==> src/rtl/fetch_unit.sv <==
// Instruction-fetch stage: fetch PC, single-outstanding imem request/ack handshake,
// IF/ID pipeline register and a one-entry hold buffer for acks that arrive while Decode is stalled.
module fetch_unit #(
  parameter logic [31:0] RESET_PC = 32'h0000_0000
) (
  input  logic        clk,
  input  logic        reset,
  input  logic        StallF,
  input  logic        StallD,
  input  logic        PCSrcD,
  input  logic [31:0] PCBranchD,
  output logic        imem_req,
  output logic [31:0] imem_addr,
  input  logic        imem_ack,
  input  logic [31:0] imem_rdata,
  output logic [31:0] InstrD,
  output logic [31:0] PCPlus4D,
  output logic        ValidD
);

  localparam logic [1:0] S_FETCH = 2'd0;
  localparam logic [1:0] S_HOLD  = 2'd1;
  localparam logic [1:0] S_IDLE  = 2'd2;
  localparam logic [1:0] S_DRAIN = 2'd3;

  logic [1:0]  state_q, state_d;
  logic [31:0] req_addr_q, req_addr_d;
  logic [31:0] target_q, target_d;
  logic [31:0] buf_instr_q, buf_instr_d;
  logic [31:0] buf_pc_q, buf_pc_d;
  logic        buf_valid_q, buf_valid_d;
  logic [31:0] instr_q, instr_d;
  logic [31:0] pc4_q, pc4_d;
  logic        valid_q, valid_d;

  logic        adv;
  logic        redirect;
  logic [1:0]  after_issue;

  assign adv         = !StallD;
  assign redirect    = PCSrcD && adv;
  assign after_issue = StallF ? S_IDLE : S_FETCH;

  always_comb begin
    state_d     = state_q;
    req_addr_d  = req_addr_q;
    target_d    = target_q;
    buf_instr_d = buf_instr_q;
    buf_pc_d    = buf_pc_q;
    buf_valid_d = buf_valid_q;
    instr_d     = instr_q;
    pc4_d       = pc4_q;
    valid_d     = valid_q;

    // Default for an advancing Decode is a bubble; loads below override it.
    // A flush is the same update, so redirects need no separate IF/ID handling.
    if (adv) begin
      instr_d = '0;
      valid_d = 1'b0;
    end

    case (state_q)
      S_FETCH: begin
        if (imem_ack) begin
          if (redirect) begin
            req_addr_d = PCBranchD;
          end else if (adv) begin
            instr_d    = imem_rdata;
            pc4_d      = req_addr_q + 32'd4;
            valid_d    = 1'b1;
            req_addr_d = req_addr_q + 32'd4;
            state_d    = after_issue;
          end else begin
            buf_instr_d = imem_rdata;
            buf_pc_d    = req_addr_q;
            buf_valid_d = 1'b1;
            req_addr_d  = req_addr_q + 32'd4;
            state_d     = S_HOLD;
          end
        end else if (redirect) begin
          target_d = PCBranchD;
          state_d  = S_DRAIN;
        end
      end
      S_HOLD: begin
        if (redirect) begin
          buf_valid_d = 1'b0;
          req_addr_d  = PCBranchD;
          state_d     = after_issue;
        end else if (adv) begin
          instr_d     = buf_instr_q;
          pc4_d       = buf_pc_q + 32'd4;
          valid_d     = buf_valid_q;
          buf_valid_d = 1'b0;
          state_d     = after_issue;
        end
      end
      S_IDLE: begin
        if (redirect) req_addr_d = PCBranchD;
        if (!StallF) state_d = S_FETCH;
      end
      default: begin
        if (redirect) target_d = PCBranchD;
        // A redirect coinciding with the drain ack must win over the stale target.
        if (imem_ack) begin
          req_addr_d = redirect ? PCBranchD : target_q;
          state_d    = S_FETCH;
        end
      end
    endcase
  end

  always_ff @(posedge clk) begin
    if (reset) begin
      state_q     <= S_FETCH;
      req_addr_q  <= RESET_PC;
      buf_valid_q <= 1'b0;
      instr_q     <= '0;
      pc4_q       <= '0;
      valid_q     <= 1'b0;
    end else begin
      state_q     <= state_d;
      req_addr_q  <= req_addr_d;
      buf_valid_q <= buf_valid_d;
      instr_q     <= instr_d;
      pc4_q       <= pc4_d;
      valid_q     <= valid_d;
    end
  end

  always_ff @(posedge clk) begin
    target_q    <= target_d;
    buf_instr_q <= buf_instr_d;
    buf_pc_q    <= buf_pc_d;
  end

  assign imem_req  = !reset && ((state_q == S_FETCH) || (state_q == S_DRAIN));
  assign imem_addr = req_addr_q;
  assign InstrD    = instr_q;
  assign PCPlus4D  = pc4_q;
  assign ValidD    = valid_q;

endmodule
==> config.mk <==
export PLATFORM = sky130hd
export DESIGN_NAME = fetch_unit
export DESIGN_NICKNAME = d
export VERILOG_FILES = /design/src/rtl/fetch_unit.sv
export SDC_FILE = /design/constraint.sdc
export NUM_CORES = 1
export LEC_CHECK = 0
export BUFFER_PORTS_ARGS = -buffer_cell sky130_fd_sc_hd__buf_2
export CAP_MARGIN = 0
export CORE_UTILIZATION = 50
export DETAILED_ROUTE_END_ITERATION = 10
export GPL_TIMING_DRIVEN = 0
export PLACE_DENSITY = 0.72
export SLEW_MARGIN = 20
export SYNTH_ARGS = -nofsm -noshare
export SYNTH_HDL_FRONTEND = slang
export SYNTH_SLANG_ARGS = --single-unit
==> constraint.sdc <==
create_clock -name clk -period 4.13 [get_ports clk]
set_input_delay 0.413 -clock clk [delete_from_list [all_inputs] [get_ports clk]]
set_output_delay 0.413 -clock clk [all_outputs]
set_load 0.03 [all_outputs]
==> Yosys cells after proc, flatten, opt, wreduce, memory -nomap -nowiden <==
Cells that the tools add are included.
{ "op_classes": {"addsub": 2, "n_eq_ne": 15, "mux": 44, "bitwise_logic": 2, "n_reduce_logical": 16} }
{ "op_table": {"columns": ["op", "count"], "rows": [
  ["32-bit two-way mux", 17],
  ["32-bit one-hot mux with 2 select lines", 4],
  ["32-bit by 3-bit adder with 32-bit output (second input constant)", 2],
  ["2-bit two-way mux", 9],
  ["2-bit inequality test (second input constant)", 8],
  ["1-bit two-way mux", 11],
  ["5-bit AND reduction", 2],
  ["3-bit inequality test (second input constant)", 3],
  ["2-bit one-hot mux with 3 select lines", 1],
  ["6-bit AND reduction", 1],
  ["2-bit equality test (second input constant)", 2],
  ["1-bit one-hot mux with 2 select lines", 2],
  ["4-bit AND reduction", 1],
  ["2-bit nonzero test", 2],
  ["4-bit nonzero test", 1],
  ["3-bit AND reduction", 1],
  ["2-bit by 1-bit equality test with 1-bit output (second input constant)", 1],
  ["1-bit logical AND", 2],
  ["1-bit logical NOT", 2],
  ["2-bit logical NOT", 1],
  ["2-bit by 1-bit inequality test with 1-bit output (second input constant)", 1],
  ["1-bit inverter", 2],
  ["2-bit AND reduction", 1],
  ["2-bit OR reduction", 1],
  ["1-bit logical OR", 1]
]} }
{ "totals": {"regBits": 196, "input_bits": 70, "word_cells": 88} }

==> Logic depth before layout (Yosys ltp) <==
Gate-level depths: netlist (run 1).
{ "depth": {"ltp_word": 5, "mapped_depth": 9} }

==> Worst setup path after synthesis (run 1) <==
No wires, ideal clock.
{ "synth_timing": {"path_type": "input port to flip-flop", "from": "in StallD", "to": "reg buf_instr_q[0], enable pin", "t_arrival_ns": 2.815, "required_time_ns": 3.701, "slack_ns": 0.886, "path_stages": 4, "path_buffers": 3, "cell_sequence": "clkbuf_1 > clkbuf_1 > clkbuf_1 > and3_1"} }
{ "synth_via": {"elab_chain_cells": 4} }
{ "synth_rtl": {"columns": ["item", "line", "source"], "rows": [
  ["start, declared", "9", "input logic StallD,"],
  ["1-bit logical NOT", "40", "assign adv = !StallD;"],
  ["1-bit logical AND", "41", "assign redirect = PCSrcD && adv;"],
  ["1-bit inverter (no line)", null, null],
  ["4-bit AND reduction (no line) (*)", null, null],
  ["end signal, assigned", "133", "buf_instr_q <= buf_instr_d;"],
  ["end, declared", "29", "logic [31:0] buf_instr_q, buf_instr_d;"]
]} }
Every way passes the cells marked *; elsewhere a longest branch is shown, timed or not.
A chain may end at the register's enable or synchronous reset.

==> Worst setup path in the final report (run 1) <==
{ "layout_timing": {"from": "in reset", "to": "out imem_req"} }
{ "layout_via": {"elab_chain_cells": 2} }
{ "layout_rtl": {"columns": ["item", "line", "source"], "rows": [
  ["start, declared", "7", "input logic reset,"],
  ["1-bit logical NOT", "137", "assign imem_req = !reset && ((state_q == S_FETCH) || (state_q == S_DRAIN));"],
  ["1-bit logical AND", "137", null],
  ["end, declared", "12", "output logic imem_req,"]
]} }
No other way between the ends.

==> impl_results.md, run 1 <==
- Synth Flop Type: dfxtp_1
- Synth warn: 0
- Commonest non-fill, non-tap cell in the layout: buf_2
- Post-synthesis adder-cell area fraction: 0.762%
- Worst EP arrival: 2670 ps
- CP max stage delay: 650 ps
- Final Non-Filler Cells: 1443
- Reg power frac: 40.8%
- Buf/Inv on CP: 5
- Largest area contributor in the netlist: edfxtp_1
- Clock Path Buffers: 2
- Worst setup path endpoint: imem_req
- Crit-path max FO: 10
- Largest net degree at the start of global routing: 35
- Global-route wire length before repair: 43.6 mm
- FF/Latch Area: 4880 sq um
- # fillers: 1666
- Vias per Instance: 6.04
- Die W: 142 um
- CP max stage cell: clkbuf_1
- Post-Route Setup TNS: 0 ps
- Clock buffer count from CTS: 17
- Design area: 11600 sq um
- Synth Area in Compound Gates: 20.8%
- Area share of xor/xnor cells in the synthesized design: 3.91%
- H-tree levels: 4
- Setup crit end kind: primary output
- Multi-input gate area: 4590 sq um
- Synth top area cells: edfxtp_1 (29%), dfxtp_1 (20%), nand2_1 (4.8%), a21oi_1 (3.0%), a22o_1 (3.0%)
- Site Rows: 50
- Iteration-0 DRC Markers: 882
- Final GP Congestion: 0.916
- Area share of the largest cell type after synthesis: 29.3%
- Synthesized area per cell: 10.0 sq um
- P_leak: 4.43 nW
- Clock Sinks: 196
- CP Depth: 6
- Syn_nets: 1058
- CTS tree: done
- Core ar.: 19000 sq um
- Min-delay worst type: in2reg
- PostCTS Resize Cnt: 0
- R2R Setup Slk: 1260 ps
- # DRC: 0
- Final hold viol count: 0
- Routed len/inst: 19.9 um
- Worst r2r src: state_q[0]
- Combinational Power Share: 38.0%
- Slew headroom: 35.2%
- CP cell instances: buf_2 > clkbuf_1 > clkbuf_1 > buf_1 > nor2_1 > buf_2
- Pint: 4.49 mW
- I/O Buffers: 166
- Die ar.: 20300 sq um
- Height of the die: 142 um
- Share of cells above drive strength 1: 22.3%
- Antenna violations before repair: 2
- Final Max Tran Viols: 0
- RR Endpoint: buf_instr_q[19]
- VDD IR max: 411 uV
- Vias: 8717
- Synth Area in Simple Gates: 17.7%
- Hpwl dp: 21.0 mm
- Tcrit/Tclk final: 74.7%
- Commonest non-fill, non-tap cells in the layout: buf_2 (191), nand2_1 (125), dfxtp_1 (100)
- Main combinational cell family by area after synthesis: compound AO/OA/AOI/OAI gates
- RSZ-0062 raised after global routing: false
- Max-Cap Viols: 0
- Crit start category: input pin
- Total gr overflow: 0
- Area post-placement: 11100 sq um
- Clock tree root buffer cell: clkbuf_16
- Skew-Pair Late Insertion Delay: 440 ps
- TritonRoute pass-1 iters: 5
- IO Pins: 168
- Max Clk Rate: 324 MHz
- CTS Hold Bufs: 0
- Required time worst endpoint: 3720 ps
- Fin crit period: 3090 ps
- Setup crit start: reset
- Switching power: 3.10 mW
- PD cells: 653 nW/um^2
- Clk_skew: 7.94 ps
- Worst Max-Slew Pin Slew: 964 ps
- WL final: 28.7 mm
- Vias in the first global route: 7775
- Cell variety after synth: 74
- Post-Syn Area: 9850 sq um
- Worst R2R Path Depth: 7
- Post CTS Setup Buffer Count: 0
- Synthesis-to-finish area growth: 18.1%
- CP delay by family, top: buffers and inverters
- FF+latch count, synth: 196
- Sequential share of the synthesized area: 49.6%
- Clock-pin slew on the worst setup and hold paths: 70 ps
- Status: finished, final reports clean
- Mux share of post-synthesis cell area: 3.24%
- Post-synth EDFFs: 96
- Asr flop ratio synth: 0%
- ANT nets after route: 0
- Switch share: 40.9%
- Cells after synthesis: 982
- Global Route Usage Sum: 28.2%
- Initial Utilization: 51.8%
- Setup CP Type: in2out
- Fin nets: 1245
- Clock power share: 21.2%
- Setup-failing EPs final: 0
- Cell count after placement: 1410
## area by class of cell
type	count	share of cell area, %
Antenna cell	1	0.0215
Buffer	80	3.03
Clock buffer	22	3.99
Clock inverter	10	0.849
Inverter	12	0.387
Multi-Input combinational cell	694	39.4
Sequential cell	196	42.0
Tap cell	260	2.80
Timing Repair Buffer	168	7.55
## per-stage QoR
stage	hold WS, ps	worst slack, ps	power (mW)	utilization, %
global route	153	959	7.93	61.2
CTS	153	1080	7.56	61.2
detailed placement	450	1090	5.96	58.2
global placement	453	-345	5.86	57.9
finish	162	1040	7.59	61.2
floorplan	464	886	4.99	-
## Yosys cell counts, drive strengths merged, types with 4 or more instances
library cell / count
mux2: 15
nor2: 40
mux2i: 15
and4: 13
ha: 6
a221oi: 8
nand2: 125
or4: 6
o21ai: 36
a22oi: 4
nor4: 10
dfxtp: 100
and2: 6
a21oi: 61
nand4: 23
nand3b: 5
nand2b: 17
clkbuf: 44
a211oi: 5
o211ai: 15
buf: 36
o31ai: 9
nand3: 37
o22ai: 5
o221ai: 4
a32oi: 32
o21a: 4
edfxtp: 96
nor3b: 5
a21o: 4
and3: 16
a221o: 19
nor3: 20
a32o: 8
a211o: 4
a22o: 34
a31oi: 7
xnor2: 29
xor2: 15
inv: 12
## worst register-to-register path, delay by kind of cell (launching register included)
family,cells,cell delay (ps)
flops,1,360
buf+inv,5,1460
fa+ha+maj,1,150
simple gates,1,590
## power by group through the flow
| stage | Clock [mW] | Combinational [mW] | Sequential (mW) |
|---|---|---|---|
| after floorplan | 0 | 1.60 | 3.38 |
| after global placement | 0 | 2.73 | 3.13 |
| after detailed placement | 0 | 2.84 | 3.12 |
| after CTS | 1.62 | 2.85 | 3.08 |
| after global routing | 1.68 | 3.09 | 3.15 |
| final | 1.61 | 2.89 | 3.10 |
## worst min-delay path by stage
stage / slack, ps / end / depth (start not counted) / from
floorplan: 460 / buf_valid_q / 2 / buf_valid_q
finish: 160 / buf_instr_q[28] / 1 / imem_rdata[28]
detailed placement: 450 / PCPlus4D[21] / 2 / PCPlus4D[21]
global route: 150 / buf_instr_q[2] / 1 / imem_rdata[2]
global placement: 450 / PCPlus4D[19] / 2 / PCPlus4D[19]
CTS: 150 / buf_instr_q[2] / 1 / imem_rdata[2]
## sequential cells by signal, indices dropped and copies added, names as in the netlist
register / flops
InstrD: 32
PCPlus4D: 32
ValidD: 1
buf_instr_q: 32
buf_pc_q: 32
buf_valid_q: 1
imem_addr: 32
state_q: 2
target_q: 32
## routing by layer
metal | vias up | GRT usage [%] | routed length, um
met3 | 40 | 5.01 | 2580
met2 | 413 | 45.4 | 13400
met5 | - | 0 | 0
met4 | 0 | 8.26 | 454
met1 | 4118 | 38.7 | 12300
li1 | 4146 | - | -
## logic make-up (layout without fill, tap and decap cells)
group | Yosys count | in the layout
adder cells (fa/ha/maj) | 6 | 6
other | 0 | 1
XOR/XNOR | 44 | 44
AND/OR/NAND/NOR | 334 | 334
buffers and inverters | 92 | 292
AO/OA/AOI/OAI | 280 | 280
flip-flops | 196 | 196
multiplexers | 30 | 30
No activity file was read; power rests on OpenSTA's default activity.
==> run 2: changes to the inputs <==
--- a/config.mk
+++ b/config.mk
@@ -5,12 +5,13 @@
 export SDC_FILE = /design/constraint.sdc
 export NUM_CORES = 1
 export LEC_CHECK = 0
+export ABC_AREA = 1
 export BUFFER_PORTS_ARGS = -buffer_cell sky130_fd_sc_hd__buf_2
 export CAP_MARGIN = 0
 export CORE_UTILIZATION = 50
 export DETAILED_ROUTE_END_ITERATION = 10
 export GPL_TIMING_DRIVEN = 0
-export PLACE_DENSITY = 0.72
+export PLACE_DENSITY = 0.75
 export SLEW_MARGIN = 20
 export SYNTH_ARGS = -nofsm -noshare
 export SYNTH_HDL_FRONTEND = slang
==> constraint.sdc (replaced) <==
create_clock -name clk -period 2.6 [get_ports clk]
set_input_delay 0.26 -clock clk [delete_from_list [all_inputs] [get_ports clk]]
set_output_delay 0.26 -clock clk [all_outputs]
set_load 0.03 [all_outputs]
==> run 2 against run 1 <==
  * Combinational power grew 130%
  * Critical path type is now reg2reg
  * Non-clock buffer count shrank 2
  * Total power grew 89%
  * Critical endpoint is now InstrD[5]
  * Clock power grew 58%
==> impl_results.md, run 2 <==
- Hpwl dp: 24.5 mm (was 21.0 mm)
- Skew-Pair Late Insertion Delay: 440 ps (about the same)
- HP Start: imem_rdata[4] (was imem_rdata[28])
- R2R Setup Slk: 240 ps (was 1260 ps)
- Commonest non-fill, non-tap cells in the layout: nand2_1 (607), buf_2 (199), a21oi_1 (119) (was buf_2 (191), nand2_1 (125), dfxtp_1 (100))
- VDD IR max: 660 uV (was 411 uV)
- Site Rows: 52 (was 50)
- Tcrit/Tclk final: 90.9%
- P_leak: 5.65 nW (was 4.43 nW)
- Global-route wire length before repair: 51.1 mm (was 43.6 mm)
- Iteration-0 DRC Markers: 803 (was 882)
- Vias per Instance: 5.58 (was 6.04)
- Clock buffer count from CTS: 17 (unchanged)
- Worst EP arrival: 2690 ps (was 2670 ps)
- Antenna diodes: 0 (was 1)
- Routed len/inst: 17.2 um (was 19.9 um)
- Initial Utilization: 51.6% (was 51.8%)
- Total gr overflow: 0 (unchanged)
- Design area: 12400 sq um (was 11600 sq um)
- IO Pins: 168 (unchanged)
- ANT nets after route: 0 (unchanged)
- Vias: 10600 (was 8717)
- Crit start category: flop (was input pin)
- Max-Cap Viols: 0 (unchanged)
- FF/Latch Area: 4880 sq um (unchanged)
- Core ar.: 20500 sq um (was 19000 sq um)
- Worst Hold End: buf_instr_q[4] (was buf_instr_q[28])
- Die ar.: 21700 sq um (was 20300 sq um)
- Clock Sinks: 196 (unchanged)
- Setup CP Type: reg2reg (was in2out)
- Share of cells above drive strength 1: 17.0% (was 22.3%)
- Crit-path max FO: 10 (unchanged)
- Global Route Usage Sum: 30.0% (was 28.2%)
- Final core utilization: 60.7% (was 61.2%)
- Synth warn: 0 (unchanged)
- Status: finished, final reports clean (unchanged)
- PD cells: 1150 nW/um^2 (was 653 nW/um^2)
- Largest area contributor in the netlist: edfxtp_1 (unchanged)
- Fin crit period: 2360 ps
- Vias in the first global route: 9697 (was 7775)
- Syn_nets: 1500 (was 1058)
- Setup crit end kind: flop (was primary output)
- Post-place setup slack: 299 ps (was 1090 ps)
- Synthesis-to-finish area growth: 17.5% (was 18.1%)
- CTS tree: done (unchanged)
- Synthesized area per cell: 7.43 sq um (was 10.0 sq um)
- Commonest non-fill, non-tap cell in the layout: nand2_1 (was buf_2)
- Cell count after placement: 1864 (was 1410)
- FF+latch count, synth: 196 (unchanged)
- Final Non-Filler Cells: 1899 (was 1443)
- Max Clk Rate: 423 MHz
- TritonRoute pass-1 iters: 5 (unchanged)
- Most common cell in the netlist: nand2_1 (unchanged)
- Required time worst endpoint: 2920 ps (was 3720 ps)
- I/O Buffers: 167 (was 166)
- WL final: 32.7 mm (was 28.7 mm)
- Hold Path Depth: 1 (unchanged)
- Area share of the largest cell type after synthesis: 27.2% (was 29.3%)
- Clk_skew: 18.4 ps (was 7.94 ps)
- Clock-pin slew on the worst setup and hold paths: 80 ps (was 70 ps)
- H-tree levels: 4 (unchanged)
- Height of the die: 147 um (was 142 um)
- Sequential share of the synthesized area: 46.2% (was 49.6%)
- Multi-input gate area: 5090 sq um (was 4590 sq um)
- Die W: 147 um (was 142 um)
- Largest net degree at the start of global routing: 26 (was 35)
- Min-delay worst type: in2reg (unchanged)
- Final Max Tran Viols: 0 (unchanged)
- Top post-synthesis cells by count: nand2_1 (607), a21oi_1 (120), dfxtp_1 (100), edfxtp_1 (96), inv_1 (78) (was nand2_1 (125), dfxtp_1 (100), edfxtp_1 (96), a21oi_1 (60), clkbuf_1 (42))
- Fin nets: 1692 (was 1245)
- RSZ-0062 raised after global routing: false (unchanged)
- Cell variety after synth: 40 (was 74)
- Cells after synthesis: 1424 (was 982)
- # fillers: 1916 (was 1666)
- # DRC: 0 (unchanged)
- Clock tree root buffer cell: clkbuf_16 (unchanged)
- Setup-failing EPs final: 0 (unchanged)
- Worst Max-Slew Pin Slew: 788 ps (was 964 ps)
- Setup ws final: 235 ps (was 1040 ps)
- Clock Path Buffers: 2 (unchanged)
- Worst r2r src: state_q[1] (was state_q[0])
- Post-synth EDFFs: 96 (unchanged)
- Synth Flop Type: dfxtp_1 (unchanged)
- Post-Syn Area: 10600 sq um (was 9850 sq um)
- Area post-placement: 11800 sq um (was 11100 sq um)
- Synth top area cells: edfxtp_1 (27%), nand2_1 (22%), dfxtp_1 (19%), a21oi_1 (5.7%), inv_1 (2.8%) (was edfxtp_1 (29%), dfxtp_1 (20%), nand2_1 (4.8%), a21oi_1 (3.0%), a22o_1 (3.0%))
- Antenna violations before repair: 0 (was 2)
- Final hold viol count: 0 (unchanged)
- Slew headroom: 47.1% (was 35.2%)
- Final GP Congestion: 0.918 (was 0.916)
- RR Endpoint: InstrD[5] (was buf_instr_q[19])
- Worst R2R Path Depth: 7 (unchanged)
- Asr flop ratio synth: 0% (unchanged)
-- run 2: where the power goes --
group	switching [mW]	leakage (nW)	internal (mW)	total (mW)
Clock	1.25	0.277	1.28	2.54
Sequential	0.710	1.73	4.40	5.11
Combinational	4.69	3.64	2.00	6.70
-- run 2: logic make-up (layout without fill, tap and decap cells) --
group	Yosys count	in the layout	synth area share (%)
simple gates	790	790	31.1
compound gates	255	255	14.5
flops	196	196	46.2
buf+inv	157	362	5.95
xor+xnor	20	20	1.66
fa+ha+maj	6	6	0.709
-- run 2: worst max path at each step --
stage	end	startpoint
floorplan	target_q[0]	state_q[0]
global placement	target_q[1]	state_q[0]
detailed placement	target_q[1]	state_q[0]
CTS	imem_req	state_q[1]
global route	InstrD[4]	state_q[1]
finish	InstrD[5]	state_q[1]
-- run 2: layer usage --
layer | global-route usage (%) | part of all wire [%]
met1 | 39.5 | 42
met5 | 0 | 0
met2 | 49.5 | 47
met3 | 4.63 | 8.4
met4 | 12.0 | 2.8
-- run 2: layout make-up --
| type | instances | share of cell area, % |
|---|---|---|
| Tap cell | 270 | 2.72 |
| Multi-Input combinational cell | 1071 | 40.9 |
| Sequential cell | 196 | 39.3 |
| Timing Repair Buffer | 173 | 7.57 |
| Clock inverter | 14 | 0.946 |
| Buffer | 73 | 2.54 |
| Clock buffer | 18 | 3.53 |
| Inverter | 84 | 2.54 |
-- run 2: worst max-delay path: stages (launching register included) --
cell and delay (ps):
dfxtp_1 370, inv_1 90, ha_1 220, buf_2 230, nor2_2 450, clkbuf_1 490, a21oi_1 100, a221oi_1 310
-- run 2: timing repair --
item	CTS	global route
setup buffers	0	0
gates resized for setup	0	2
endpoints found under the setup margin	0	1
endpoints found under the hold margin	0	3
hold buffers	0	3
-- run 2: through the flow --
stage	hold slack, ps	setup TNS, ps	power [mW]
6_report	17.2	0	14.3
5_1_grt	1.31	0	15.2
3_5_place_dp	455	0	11.7
3_3_place_gp	452	-42390	11.5
2_1_floorplan	359	0	9.59
4_1_cts	1.10	0	14.3
